`src/rtl/router_pkg.sv`:
```
// Shared types and constants for the router packet transmitter, bench and monitor.
package router_pkg;

    typedef logic [7:0] byte_t;

    typedef enum logic [3:0] {IDLE, LOAD, WAIT, DA, SA, LEN, PAY, CSUM, GAP} tx_state_e;

    localparam int HDR_BYTES = 3;
    localparam int DA_OFS    = 0;
    localparam int SA_OFS    = 1;
    localparam int LEN_OFS   = 2;

    // A command is framed only for 1..max_len payload bytes.
    function automatic logic len_ok(input byte_t len, input int max_len);
        return (len != 8'd0) && (int'(len) <= max_len);
    endfunction

endpackage

```
`src/rtl/router_tx_fifo.sv`:
```
// Synchronous byte FIFO; pointers wrap modulo DEPTH, so DEPTH need not be a power of two.
module router_tx_fifo
    import router_pkg::*;
#(
    parameter int DEPTH = 64
) (
    input  logic       clk,
    input  logic       reset,
    input  logic       push,
    input  logic [7:0] wr_data,
    input  logic       pop,
    output logic [7:0] rd_data,
    output logic       empty,
    output logic       full
);

    localparam int AW = (DEPTH > 1) ? $clog2(DEPTH) : 1;
    localparam int CW = $clog2(DEPTH + 1);

    byte_t         mem [DEPTH];
    logic [AW-1:0] wr_ptr;
    logic [AW-1:0] rd_ptr;
    logic [CW-1:0] count;
    logic          do_push;
    logic          do_pop;

    function automatic logic [AW-1:0] next_ptr(input logic [AW-1:0] p);
        return (p == AW'(DEPTH - 1)) ? '0 : p + AW'(1);
    endfunction

    assign do_push = push && !full;
    assign do_pop  = pop && !empty;

    // NOTE: storage is deliberately not reset; pointers and count alone define what is valid.
    always_ff @(posedge clk) begin
        if (do_push) mem[wr_ptr] <= wr_data;
    end

    // NOTE: non-blocking assignments so every register samples pre-edge values.
    always_ff @(posedge clk or negedge reset) begin
        if (!reset) begin
            wr_ptr <= '0;
            rd_ptr <= '0;
            count  <= '0;
        end else begin
            if (do_push) wr_ptr <= next_ptr(wr_ptr);
            if (do_pop)  rd_ptr <= next_ptr(rd_ptr);
            case ({do_push, do_pop})
                2'b10:   count <= count + CW'(1);
                2'b01:   count <= count - CW'(1);
                default: count <= count;
            endcase
        end
    end

    assign rd_data = mem[rd_ptr];
    assign empty   = (count == '0);
    assign full    = (count == CW'(DEPTH));

endmodule

```
`src/rtl/router_pkt_tx.sv`:
```
// Router packet transmitter: buffers a whole payload, then emits DA, SA, LEN, payload as one
// gap-free frame. Define ROUTER_TX_CSUM_EN to append a trailing XOR checksum byte.
module router_pkt_tx
    import router_pkg::*;
#(
    parameter int MAX_LEN    = 64,
    parameter int GAP_CYCLES = 2,
    parameter int CNT_W      = 16
) (
    input  logic             clk,
    input  logic             reset,
    input  logic             cmd_valid,
    output logic             cmd_ready,
    input  logic [7:0]       cmd_da,
    input  logic [7:0]       cmd_sa,
    input  logic [7:0]       cmd_len,
    input  logic [7:0]       pl_data,
    input  logic             pl_valid,
    output logic             pl_ready,
    input  logic             busy,
    output logic [7:0]       dut_inp,
    output logic             inp_valid,
    output logic             err_len,
    output logic [CNT_W-1:0] pkt_cnt
);

    localparam int GW = (GAP_CYCLES > 1) ? $clog2(GAP_CYCLES) : 1;

    tx_state_e     state;
    byte_t         da_q;
    byte_t         sa_q;
    byte_t         len_q;
    byte_t         cnt;
    byte_t         fifo_rd;
    logic [GW-1:0] gap_cnt;
    logic          fifo_empty;
    logic          fifo_full;
    logic          cmd_hs;
    logic          accept;
    logic          pop;

    assign cmd_hs = cmd_valid && cmd_ready;
    assign accept = pl_valid && pl_ready && !fifo_full;
    assign pop    = (state == PAY) && !fifo_empty;

    router_tx_fifo #(.DEPTH(MAX_LEN)) u_fifo (
        .clk     (clk),
        .reset   (reset),
        .push    (accept),
        .wr_data (pl_data),
        .pop     (pop),
        .rd_data (fifo_rd),
        .empty   (fifo_empty),
        .full    (fifo_full)
    );

`ifdef ROUTER_TX_CSUM_EN
    byte_t csum;

    always_ff @(posedge clk or negedge reset) begin
        if (!reset) begin
            csum <= '0;
        end else if (state == IDLE && cmd_hs) begin
            csum <= cmd_da ^ cmd_sa ^ cmd_len;
        end else if (accept) begin
            csum <= csum ^ pl_data;
        end
    end
`endif

    // Outputs are registered from the current state, so each byte appears one edge after its state is entered.
    always_ff @(posedge clk or negedge reset) begin
        if (!reset) begin
            state     <= IDLE;
            cmd_ready <= 1'b0;
            pl_ready  <= 1'b0;
            dut_inp   <= '0;
            inp_valid <= 1'b0;
            err_len   <= 1'b0;
            pkt_cnt   <= '0;
            da_q      <= '0;
            sa_q      <= '0;
            len_q     <= '0;
            cnt       <= '0;
            gap_cnt   <= '0;
        end else begin
            err_len <= 1'b0;
            case (state)
                IDLE: begin
                    cmd_ready <= 1'b1;
                    if (cmd_hs) begin
                        cmd_ready <= 1'b0;
                        da_q      <= cmd_da;
                        sa_q      <= cmd_sa;
                        len_q     <= cmd_len;
                        cnt       <= '0;
                        if (len_ok(cmd_len, MAX_LEN)) begin
                            state    <= LOAD;
                            pl_ready <= 1'b1;
                        end else begin
                            err_len <= 1'b1;
                        end
                    end
                end
                LOAD: begin
                    if (accept) begin
                        cnt <= cnt + 8'd1;
                        if (cnt == len_q - 8'd1) begin
                            pl_ready <= 1'b0;
                            state    <= WAIT;
                        end
                    end
                end
                WAIT: begin
                    if (!busy) state <= DA;
                end
                DA: begin
                    dut_inp   <= da_q;
                    inp_valid <= 1'b1;
                    state     <= SA;
                end
                SA: begin
                    dut_inp <= sa_q;
                    state   <= LEN;
                end
                LEN: begin
                    dut_inp <= len_q;
                    cnt     <= '0;
                    state   <= PAY;
                end
                PAY: begin
                    dut_inp <= fifo_rd;
                    cnt     <= cnt + 8'd1;
                    if (cnt == len_q - 8'd1) begin
`ifdef ROUTER_TX_CSUM_EN
                        state <= CSUM;
`else
                        state   <= GAP;
                        gap_cnt <= '0;
                        pkt_cnt <= pkt_cnt + CNT_W'(1);
`endif
                    end
                end
`ifdef ROUTER_TX_CSUM_EN
                CSUM: begin
                    dut_inp <= csum;
                    state   <= GAP;
                    gap_cnt <= '0;
                    pkt_cnt <= pkt_cnt + CNT_W'(1);
                end
`endif
                GAP: begin
                    inp_valid <= 1'b0;
                    dut_inp   <= '0;
                    if (gap_cnt == GW'(GAP_CYCLES - 1)) begin
                        state <= IDLE;
                    end else begin
                        gap_cnt <= gap_cnt + GW'(1);
                    end
                end
                default: state <= IDLE;
            endcase
        end
    end

endmodule
```
`config.mk`:
```
export PLATFORM = sky130hd
export DESIGN_NAME = router_pkt_tx
export DESIGN_NICKNAME = d
export VERILOG_FILES = /design/src/rtl/router_pkg.sv /design/src/rtl/router_tx_fifo.sv /design/src/rtl/router_pkt_tx.sv
export SDC_FILE = /design/constraint.sdc
export NUM_CORES = 1
export LEC_CHECK = 0
export CAP_MARGIN = 20
export CORE_MARGIN = 2
export CORE_UTILIZATION = 66
export CTS_CLUSTER_DIAMETER = 60
export DETAILED_ROUTE_END_ITERATION = 7
export GPL_ROUTABILITY_DRIVEN = 0
export GPL_TIMING_DRIVEN = 0
export PLACE_DENSITY_LB_ADDON = 0.15
export RECOVER_POWER = 25
export SETUP_SLACK_MARGIN = 0.02
export SLEW_MARGIN = 20
export SYNTH_ARGS = -nofsm -noshare
export SYNTH_HDL_FRONTEND = slang
export SYNTH_HIERARCHICAL = 1
export SYNTH_SLANG_ARGS = --single-unit
```
`constraint.sdc`:
```
create_clock -name clk -period 5.4 [get_ports clk]
set_clock_uncertainty 0.05 [all_clocks]
set_input_delay 1.08 -clock clk [delete_from_list [all_inputs] [get_ports clk]]
set_output_delay 1.08 -clock clk [all_outputs]
set_load 0.02 [all_outputs]
```
==> results of run 1 <==
[synthesized netlist by cell type, types with 14 or more instances]
master | instances | area share (%)
nand2_1 | 122 | 1.9
a211oi_1 | 15 | 0.46
o22ai_1 | 34 | 0.86
xor2_1 | 18 | 0.64
dfrtp_1 | 84 | 8.5
clkbuf_1 | 40 | 0.61
mux2i_1 | 42 | 1.7
xnor2_1 | 14 | 0.50
nand3_1 | 24 | 0.49
o21ai_0 | 33 | 0.67
mux4_2 | 110 | 10
a21oi_1 | 23 | 0.47
inv_1 | 18 | 0.27
nor2_1 | 103 | 1.6
edfxtp_1 | 512 | 63
[per-layer routing]
layer	vias up	routed length (um)	GRT usage (%)
met5	-	0	0
met4	0	1909	10.39
met3	136	5668	7.598
met2	763	27380	48.89
met1	7058	21770	42.11
li1	5918	-	-
[kinds of logic (layout without fill, tap and decap cells)]
logic type | Yosys count | after routing
compound gates | 175 | 175
xor+xnor | 33 | 33
fa+ha+maj | 12 | 12
buf+inv | 98 | 278
flops | 596 | 596
mux | 172 | 172
other cells | 0 | 1
simple gates | 331 | 331
[per-stage QoR]
stage	instances	area, um2	power [mW]
after floorplan	1417	24600	8.619
after global placement	1949	25820	9.993
after detailed placement	1958	26000	10.09
after CTS	2065	27780	13.89
after global routing	2065	27750	14.44
final	2066	27750	13.91
[state kept, by name (all words and copies together), names as in the netlist, 4 cells and up]
signal,flops
u_fifo/count,7
len_q,8
state,4
da_q,8
dut_inp,8
u_fifo/wr_ptr,6
u_fifo/mem,512
u_fifo/rd_ptr,6
pkt_cnt,16
sa_q,8
cnt,8
[power by group]
group	internal, mW	switching, mW	leakage (nW)
Clock	2.14	1.65	0.861
Sequential	5.35	0.203	5.67
Combinational	1.85	2.73	2.79
[area by class of cell]
class | count | area [um2] | area share (%)
flip-flops and latches | 596 | 17480 | 62.97
multi-input cells | 723 | 6588 | 23.74
clock buffers | 72 | 1525 | 5.495
repair buffers | 73 | 785.8 | 2.831
well taps | 468 | 585.6 | 2.110
plain buffers | 78 | 457.9 | 1.650
clock inverters | 35 | 257.7 | 0.9287
inverters | 20 | 75.07 | 0.2705
diodes | 1 | 2.502 | 0.009016
[worst paths after layout]
path	cells after the start	to
worst min register to register	1	pkt_cnt[15]
worst min-delay path	1	pkt_cnt[15]
worst max-delay path	13	u_fifo/count[6]
min in group asynchronous	1	u_fifo/rd_ptr[0]
worst max register to register	13	u_fifo/count[6]
max in group asynchronous	2	cnt[7]
[critical path, cell delays in order, from the launching register on]
cell and delay, ps:
dfrtp_1 400, or4_1 600, or2_2 340, nor2_1 210
and3b_1 300, o31ai_2 180, ha_1 400, inv_1 170
fa_1 430, nor2b_1 120, o21ai_0 140, a21oi_1 250
o211ai_1 160, xnor2_1 150
==> metrics.csv, run 1 <==
metric,value,unit
Die Ht,197.1,um
clk slew on worst S/H paths,60,ps
"EDFF count, synth",512,
critical path data arrival time,4420,ps
hold_buf cts,0,
Peak VDD IR,0.3535,mV
# IOs,65,
post-synthesis sequential area ratio,71.05,%
Syn Nets,1466,
vias in the first global route,13917,
mux share of post-synthesis cell area,13.43,%
largest net degree at the start of global routing,58,
grt total ovfl,0,
Setup WS pre-CTS,1195,ps
CTS Buf Count,57,
drt wl/cell,27.46,um
cts repair resizes,0,
TNS Setup,0,ps
critical path type,reg2reg,
max-cap viol count,4,
relative slew slack,-34.58,%
clk_lat worst skew,610,ps
Post-Synthesis Cells,1417,
failing checks,"capacitance limit, slew limit",
hold slack,424.1,ps
Clock H-tree levels,2,
core area,36700,um2
post-synth cell types,78,
Synth Warn #,6,
final setup violating endpoints,0,
IO buf count,64,
Critical Path Fanout Max,6,
initial DRC count,1395,
Synth-to-Final Area Change,12.83,%
Worst Min Path Start,pkt_cnt[15],
setup repair after global routing missed its margin,no,
FILL cells,2049,
DRT Pass-1 Iters,7,
Worst Tran Pin Value,2019,ps
CTS tree,yes,
standard-cell rows,70,
Final Critical Period,3985,ps
DR DRC count,0,
total wire length,56730,um
clock tree sinks,596,
adder and majority cell fraction of the synthesized area,0.6409,%
die area,38830,um2
"commonest cells after routing, fill and taps aside","512 x edfxtp_1, 122 x nand2_1, 110 x mux4_2",
Critical Path Start,u_fifo/count[5],
DP HPWL,37750,um
final core occ,75.63,%
"Hold Vio Cnt, Final",0,
crit end category,register,
final worst path period share,73.80,%
Post-Synth XOR/XNOR Area,1.231,%
Die Wd,197.1,um
Setup WS post-layout,1415,ps
routed vias,13875,
Initial Util,67.03,%
Vias/cell,6.716,
Synth Area in Compound Gates,5.194,%
mapped cell area,24600,um2
Pleak,9.320,nW
first-pass GRT wire length,85750,um
asr flop ratio synth,14.09,%
Bufs on Longest Clock Path,3,
Seq cells post-synth,596,
initial antenna violation count,1,
CTS Root Cell,clkbuf_16,
Slew Limit Fails,137,
Critical Path RT,5840,ps
Post-Synth Simple-Gate Area,6.287,%
post-route ant nets,0,
r2r setup slk,1410,ps
status,finished with violations,
"Avg Cell Area, Syn",17.36,um2
hold crit path type,reg2reg,
largest family of logic cells by synthesized area,multiplexers,
Nets,1598,
Achievable Freq,250.9,MHz
Post-CTS Setup Bufs,0,
"most common cell after layout, fill and taps aside",edfxtp_1,
Cell Pwr Density,501.4,nW/um2
share of cells above drive strength 1,16.22,%
GRT Overall Usage,30.56,%
Critical Path Start Type,register,
Worst R2R Start,u_fifo/count[5],
dominant synthesized flop cell,edfxtp_1,
Power figures use the tool's default switching activity.
==> inputs of run 2 (changes only) <==
- CORE_UTILIZATION: 66 -> 56
- clock period: 5.4 -> 3.5 ns (I/O delays scaled with it)
==> run 2 against run 1 <==
Effect of this change: the flow still finishes with violations (capacitance limit, slew limit); global-route usage is 4.6 points lower; count of clock-buffer cells in the layout is 7 lower; sequential share of layout area is 0.79 points lower; hold slack hardly changed; critical endpoint is now u_fifo/mem[55][5]; largest cell class unchanged; largest power group unchanged.
==> metrics.csv, run 2 (synthesized netlist as in run 1, its figures left out) <==
metric,value,unit,change
status,finished with violations,,
failing checks,"capacitance limit, slew limit",,
worst path bufs/invs,0,,-1
Die Ht,213.6,um,+8.4%
Final Critical Period,3470,ps,-515.6 ps
CTS Buf Count,60,,+5.3%
DP HPWL,37740,um,about the same
max-cap viol count,6,,+2
final worst path period share,99.13,%,+25 points
GRT Overall Usage,25.94,%,-4.6 points
final setup violating endpoints,0,,unchanged
DRT Pass-1 Iters,5,,-2
die area,45620,um2,+17%
Synth-to-Final Area Change,14.27,%,
Slew Limit Fails,200,,+46%
Setup WS post-layout,30.46,ps,-1384 ps
critical path data arrival time,3650,ps,-770 ps
share of cells above drive strength 1,18.03,%,+1.8 points
core area,43170,um2,+18%
critical path type,reg2reg,,
Cell Pwr Density,779.2,nW/um2,+55%
grt total ovfl,0,,unchanged
Largest register FFs,512,,unchanged
clk_lat worst skew,620,ps,about the same
hold crit path type,reg2reg,,
initial DRC count,1337,,-4.2%
"commonest cells after routing, fill and taps aside","512 x edfxtp_1, 122 x nand2_1, 110 x mux4_2",,
routed vias,13684,,-1.4%
Critical Path Fanout Max,9,,+3
vias in the first global route,13483,,-3.1%
Pleak,9.437,nW,+1.3%
Initial Util,56.98,%,-10 points
largest net degree at the start of global routing,65,,+12%
clk slew on worst S/H paths,60,ps,about the same
"most common cell after layout, fill and taps aside",edfxtp_1,,
biggest regs,"u_fifo/mem x512, pkt_cnt x16",,
TNS Setup,0,ps,unchanged
Critical Path Start Type,register,,
Die Wd,213.6,um,+8.4%
Setup WS pre-CTS,-386.2,ps,-1581 ps
Peak VDD IR,0.4639,mV,+31%
first-pass GRT wire length,85170,um,-0.67%
IO buf count,64,,unchanged
n_diodes,0,,-1
Clock H-tree levels,2,,unchanged
initial antenna violation count,0,,-1
hold_buf cts,0,,unchanged
CTS Root Cell,clkbuf_16,,
post-route ant nets,0,,unchanged
Achievable Freq,288.2,MHz,+15%
relative slew slack,-63.16,%,-29 points
Worst Tran Pin Value,2447,ps,+428.6 ps
Worst path max stage delay,960,ps,+360 ps
crit path cell chain,or2_2 -> or2_4 -> nor2_4 -> and3b_2 -> o311a_1 -> nand3_1 -> nor2_1,,
crit end category,register,,
DR DRC count,0,,unchanged
largest reg by FF count,u_fifo/mem,,
"Hold Vio Cnt, Final",0,,unchanged
Vias/cell,6.240,,-7.1%
drt wl/cell,26.21,um,-4.6%
Nets,1608,,+0.63%
Critical Path RT,3680,ps,-2160 ps
standard-cell rows,76,,+8.6%
slowest library cell on the worst path,nor2_1,,
clock tree sinks,596,,unchanged
Bufs on Longest Clock Path,3,,unchanged
cell family with most CP delay,simple AND/OR/NAND/NOR gates,,
CTS tree,yes,,
# IOs,65,,unchanged
total wire length,57470,um,+1.3%
-- run 2: cell types whose count changed in the layout (fill, tap and decap cells not counted), sizes merged, moves of 2 or more --
cell    delta
inv        +2
clkbuf     -3
buf        +2
bufinv     +2
clkinv     +8
-- run 2: layout make-up --
class	instances	area, um2
clock buffers	65	1541
inverters	20	77.57
plain buffers	77	474.2
multi-input cells	723	6649
flip-flops and latches	596	17480
clock inverters	46	374.1
repair buffers	81	782.0
well taps	585	732.0
fillers	3046	15060
-- run 2: power breakdown --
part / internal (mW) / switching [mW] / leakage, nW
Clock: 3.55 / 2.63 / 0.942
Combinational: 2.93 / 4.24 / 2.82
Sequential: 8.25 / 0.308 / 5.67
-- run 2: layer usage --
layer	share of wire [%]	vias up	track usage [%]	wire, um
met1	42	7031	37.23	23850
met3	8.2	116	4.804	4728
met5	0	-	0	0
li1	-	5932	-	-
met4	3.4	0	9.722	1949
met2	47	605	40.33	26940
-- run 2: repair_timing --
item,CTS,global route
resized for setup,15,17
setup endpoints to repair,11,19
setup buffers,4,4
pin swaps,2,3
-- run 2: worst paths after layout --
kind / startpoint / endpoint / slack (ps) / cells after the start
max in group asynchronous: reset / u_fifo/rd_ptr[4] / 1220 / 1
hold / removal: pkt_cnt[15] / pkt_cnt[15] / 420 / 1
hold reg to reg: pkt_cnt[15] / pkt_cnt[15] / 420 / 1
setup reg to reg: u_fifo/count[0] / u_fifo/mem[55][5] / 30 / 7
setup / recovery: u_fifo/count[0] / u_fifo/mem[55][5] / 30 / 7
min in group asynchronous: reset / pkt_cnt[13] / 780 / 1
-- run 2: worst register-to-register path, stage by stage (launching register included) --
cell	delay, ps
dfrtp_1	400
or2_2	190
or2_4	170
nor2_4	40
and3b_2	310
o311a_1	310
nand3_1	650
nor2_1	960
-- run 2: metrics by stage --
stage / instance area (um2) / hold WS [ps] / utilization, % / std cells / power, mW
final: 28110 / 424.1 / 65.11 / 2193 / 21.90
after CTS: 28110 / 32.93 / 65.10 / 2188 / 21.89
after detailed placement: 26110 / 411.3 / 60.47 / 2074 / 15.62
after global routing: 28110 / 438.4 / 65.11 / 2193 / 22.76
after global placement: 25970 / 407.9 / 60.16 / 2066 / 15.53
after floorplan: 24600 / 354.4 / - / 1417 / 13.30
==> inputs of run 3 (changes only) <==
- SETUP_SLACK_MARGIN: 0.02 -> default
==> run 3 against run 2 <==
Effect of this change: the flow finishes with violations (capacitance limit, slew limit, setup timing); non-clock buffer count is 1 lower; via count up 0.25%; register-to-register slack lost 170 ps; critical path type unchanged; critical endpoint unchanged; highest routed layer unchanged.
==> metrics.csv, run 3 (synthesized netlist as in run 1, its figures left out) <==
metric,value,unit,change
biggest regs,"u_fifo/mem x512, pkt_cnt x16",,
Cell Pwr Density,779.4,nW/um2,about the same
Critical Path RT,3680,ps,about the same
critical path type,reg2reg,,
Logic pwr share,32.7,%,about the same
hold slack,423.3,ps,-0.8390 ps
Flop pwr share,39.1,%,about the same
final setup violating endpoints,64,,+64
Slew Limit Fails,201,,+0.50%
Nets,1607,,-0.062%
post-route ant nets,0,,unchanged
Critical Path Start Type,register,,
Setup WS post-layout,-139.0,ps,-169.5 ps
"Hold Vio Cnt, Final",0,,unchanged
"most common cell after layout, fill and taps aside",edfxtp_1,,
n_diodes,0,,unchanged
crit end category,register,,
standard-cell rows,76,,unchanged
Worst R2R Start,u_fifo/count[0],,
Finished Layout Cells,2192,,-0.046%
die area,45620,um2,unchanged
Critical Path Fanout Max,9,,unchanged
Worst Tran Pin Value,2369,ps,-78.70 ps
GRT Overall Usage,25.91,%,-0.030 points
clock tree sinks,596,,unchanged
critical path data arrival time,3820,ps,+170 ps
Register-to-Register Path Depth,8,,+1
Synth-to-Final Area Change,14.20,%,about the same
CTS tree,yes,,
clk slew on worst S/H paths,60,ps,about the same
clock share of power,28.2,%,about the same
r2r setup slk,-140,ps,-170 ps
relative slew slack,-57.91,%,+5.2 points
setup repair after global routing missed its margin,yes,,
hold crit path type,reg2reg,,
first-pass GRT wire length,85070,um,-0.12%
Die Wd,213.6,um,unchanged
Clock H-tree levels,2,,unchanged
area of the multi-input gates,6649,um2,unchanged
Die Ht,213.6,um,unchanged
clk_lat worst skew,620,ps,about the same
DRT Pass-1 Iters,5,,unchanged
Reg area,17480,um2,unchanged
grt total ovfl,0,,unchanged
internal power,14.72,mW,about the same
DP HPWL,37740,um,unchanged
DP Cell Count,2074,,unchanged
DR DRC count,0,,unchanged
total wire length,57390,um,-0.14%
IO buf count,64,,unchanged
CTS Buf Count,60,,unchanged
Peak VDD IR,0.4651,mV,+0.27%
r2r endpoint,u_fifo/mem[55][5],,
routed vias,13718,,+0.25%
Switch Pwr,7.169,mW,-0.10%
Pwr Total,21.89,mW,about the same
initial DRC count,1367,,+2.2%
largest net degree at the start of global routing,65,,unchanged
Pleak,9.427,nW,-0.11%
"commonest cells after routing, fill and taps aside","512 x edfxtp_1, 122 x nand2_1, 110 x mux4_2",,
Final Critical Period,3639,ps,+169.5 ps
Achievable Freq,274.8,MHz,-4.7%
Critical Path Sink,u_fifo/mem[55][5],,
CTS Root Cell,clkbuf_16,,
status,finished with violations,,
max-cap viol count,5,,-1
final worst path period share,104.0,%,+4.8 points
Switching Share,32.75,%,about the same
initial antenna violation count,0,,unchanged
FILL cells,3050,,+0.13%
hold_buf cts,0,,unchanged
failing checks,"capacitance limit, slew limit, setup timing",,
Critical Path Start,u_fifo/count[0],,
placed inst area,26110,um2,unchanged
Bufs on Longest Clock Path,3,,unchanged
share of cells above drive strength 1,17.98,%,-0.051 points
Initial Util,56.98,%,unchanged
largest reg by FF count,u_fifo/mem,,
vias in the first global route,13476,,-0.052%
final instance area,28090,um2,about the same
drt wl/cell,26.18,um,about the same
core area,43170,um2,unchanged
Largest register FFs,512,,unchanged
Vias/cell,6.258,,+0.29%
# IOs,65,,unchanged
TNS Setup,-2637,ps,-2637 ps
[run 3: metrics by stage]
step	util (%)	worst slack, ps
2_1_floorplan	-	105.4
3_3_place_gp	60.16	-1399
3_5_place_dp	60.47	-386.2
4_1_cts	65.09	3.881
5_1_grt	65.07	-115.0
6_report	65.07	-139.0
[run 3: layout make-up]
cell class | instances | share of cell area (%)
sequential | 596 | 62.22
multi-input combinational | 723 | 23.67
clock buffer | 65 | 5.488
timing repair buffer | 80 | 2.704
tap | 585 | 2.606
buffer | 77 | 1.710
clock inverter | 46 | 1.332
inverter | 20 | 0.2762
[run 3: worst max-delay path, stage by stage, from the launching register on]
cell and delay (ps):
dfrtp_1 400, or2_2 190, or2_4 170, nor2_4 40, and3b_2 330, buf_4 140, o311a_1 290, nand3_1 670
nor2_1 980
[run 3: worst min-delay path by stage]
stage / depth (start not counted) / from / endpoint
2_1_floorplan: 0 / reset / cmd_ready
3_3_place_gp: 1 / pkt_cnt[15] / pkt_cnt[15]
3_5_place_dp: 1 / pkt_cnt[15] / pkt_cnt[15]
4_1_cts: 1 / reset / u_fifo/count[2]
5_1_grt: 2 / sa_q[3] / sa_q[3]
6_report: 2 / sa_q[2] / sa_q[2]
[run 3: what timing repair did]
item,4_1_cts,5_1_grt
endpoints found under the setup margin,11,19
setup buffers,3,5
gates cloned,0,0
pin swaps,2,3
resized for setup,15,15
[run 3: routing by layer]
layer  vias up  global-route usage [%]  routed length, um  share of wire, %
li1       5937                       -                  -                 -
met1      7032                   37.17              23450                41
met2       637                   40.28              26920                47
met3       112                   4.804               5079               8.8
met4         0                   9.722               1943               3.4
met5         -                       0                  0                 0
[run 3: power by group through the flow]
stage | logic [mW] | clock network [mW] | registers, mW
3_5_place_dp | 6.94 | 0 | 8.68
4_1_cts | 7.04 | 6.30 | 8.54
5_1_grt | 7.59 | 6.56 | 8.61
3_3_place_gp | 6.85 | 0 | 8.68
6_report | 7.15 | 6.18 | 8.56
2_1_floorplan | 4.64 | 0 | 8.66
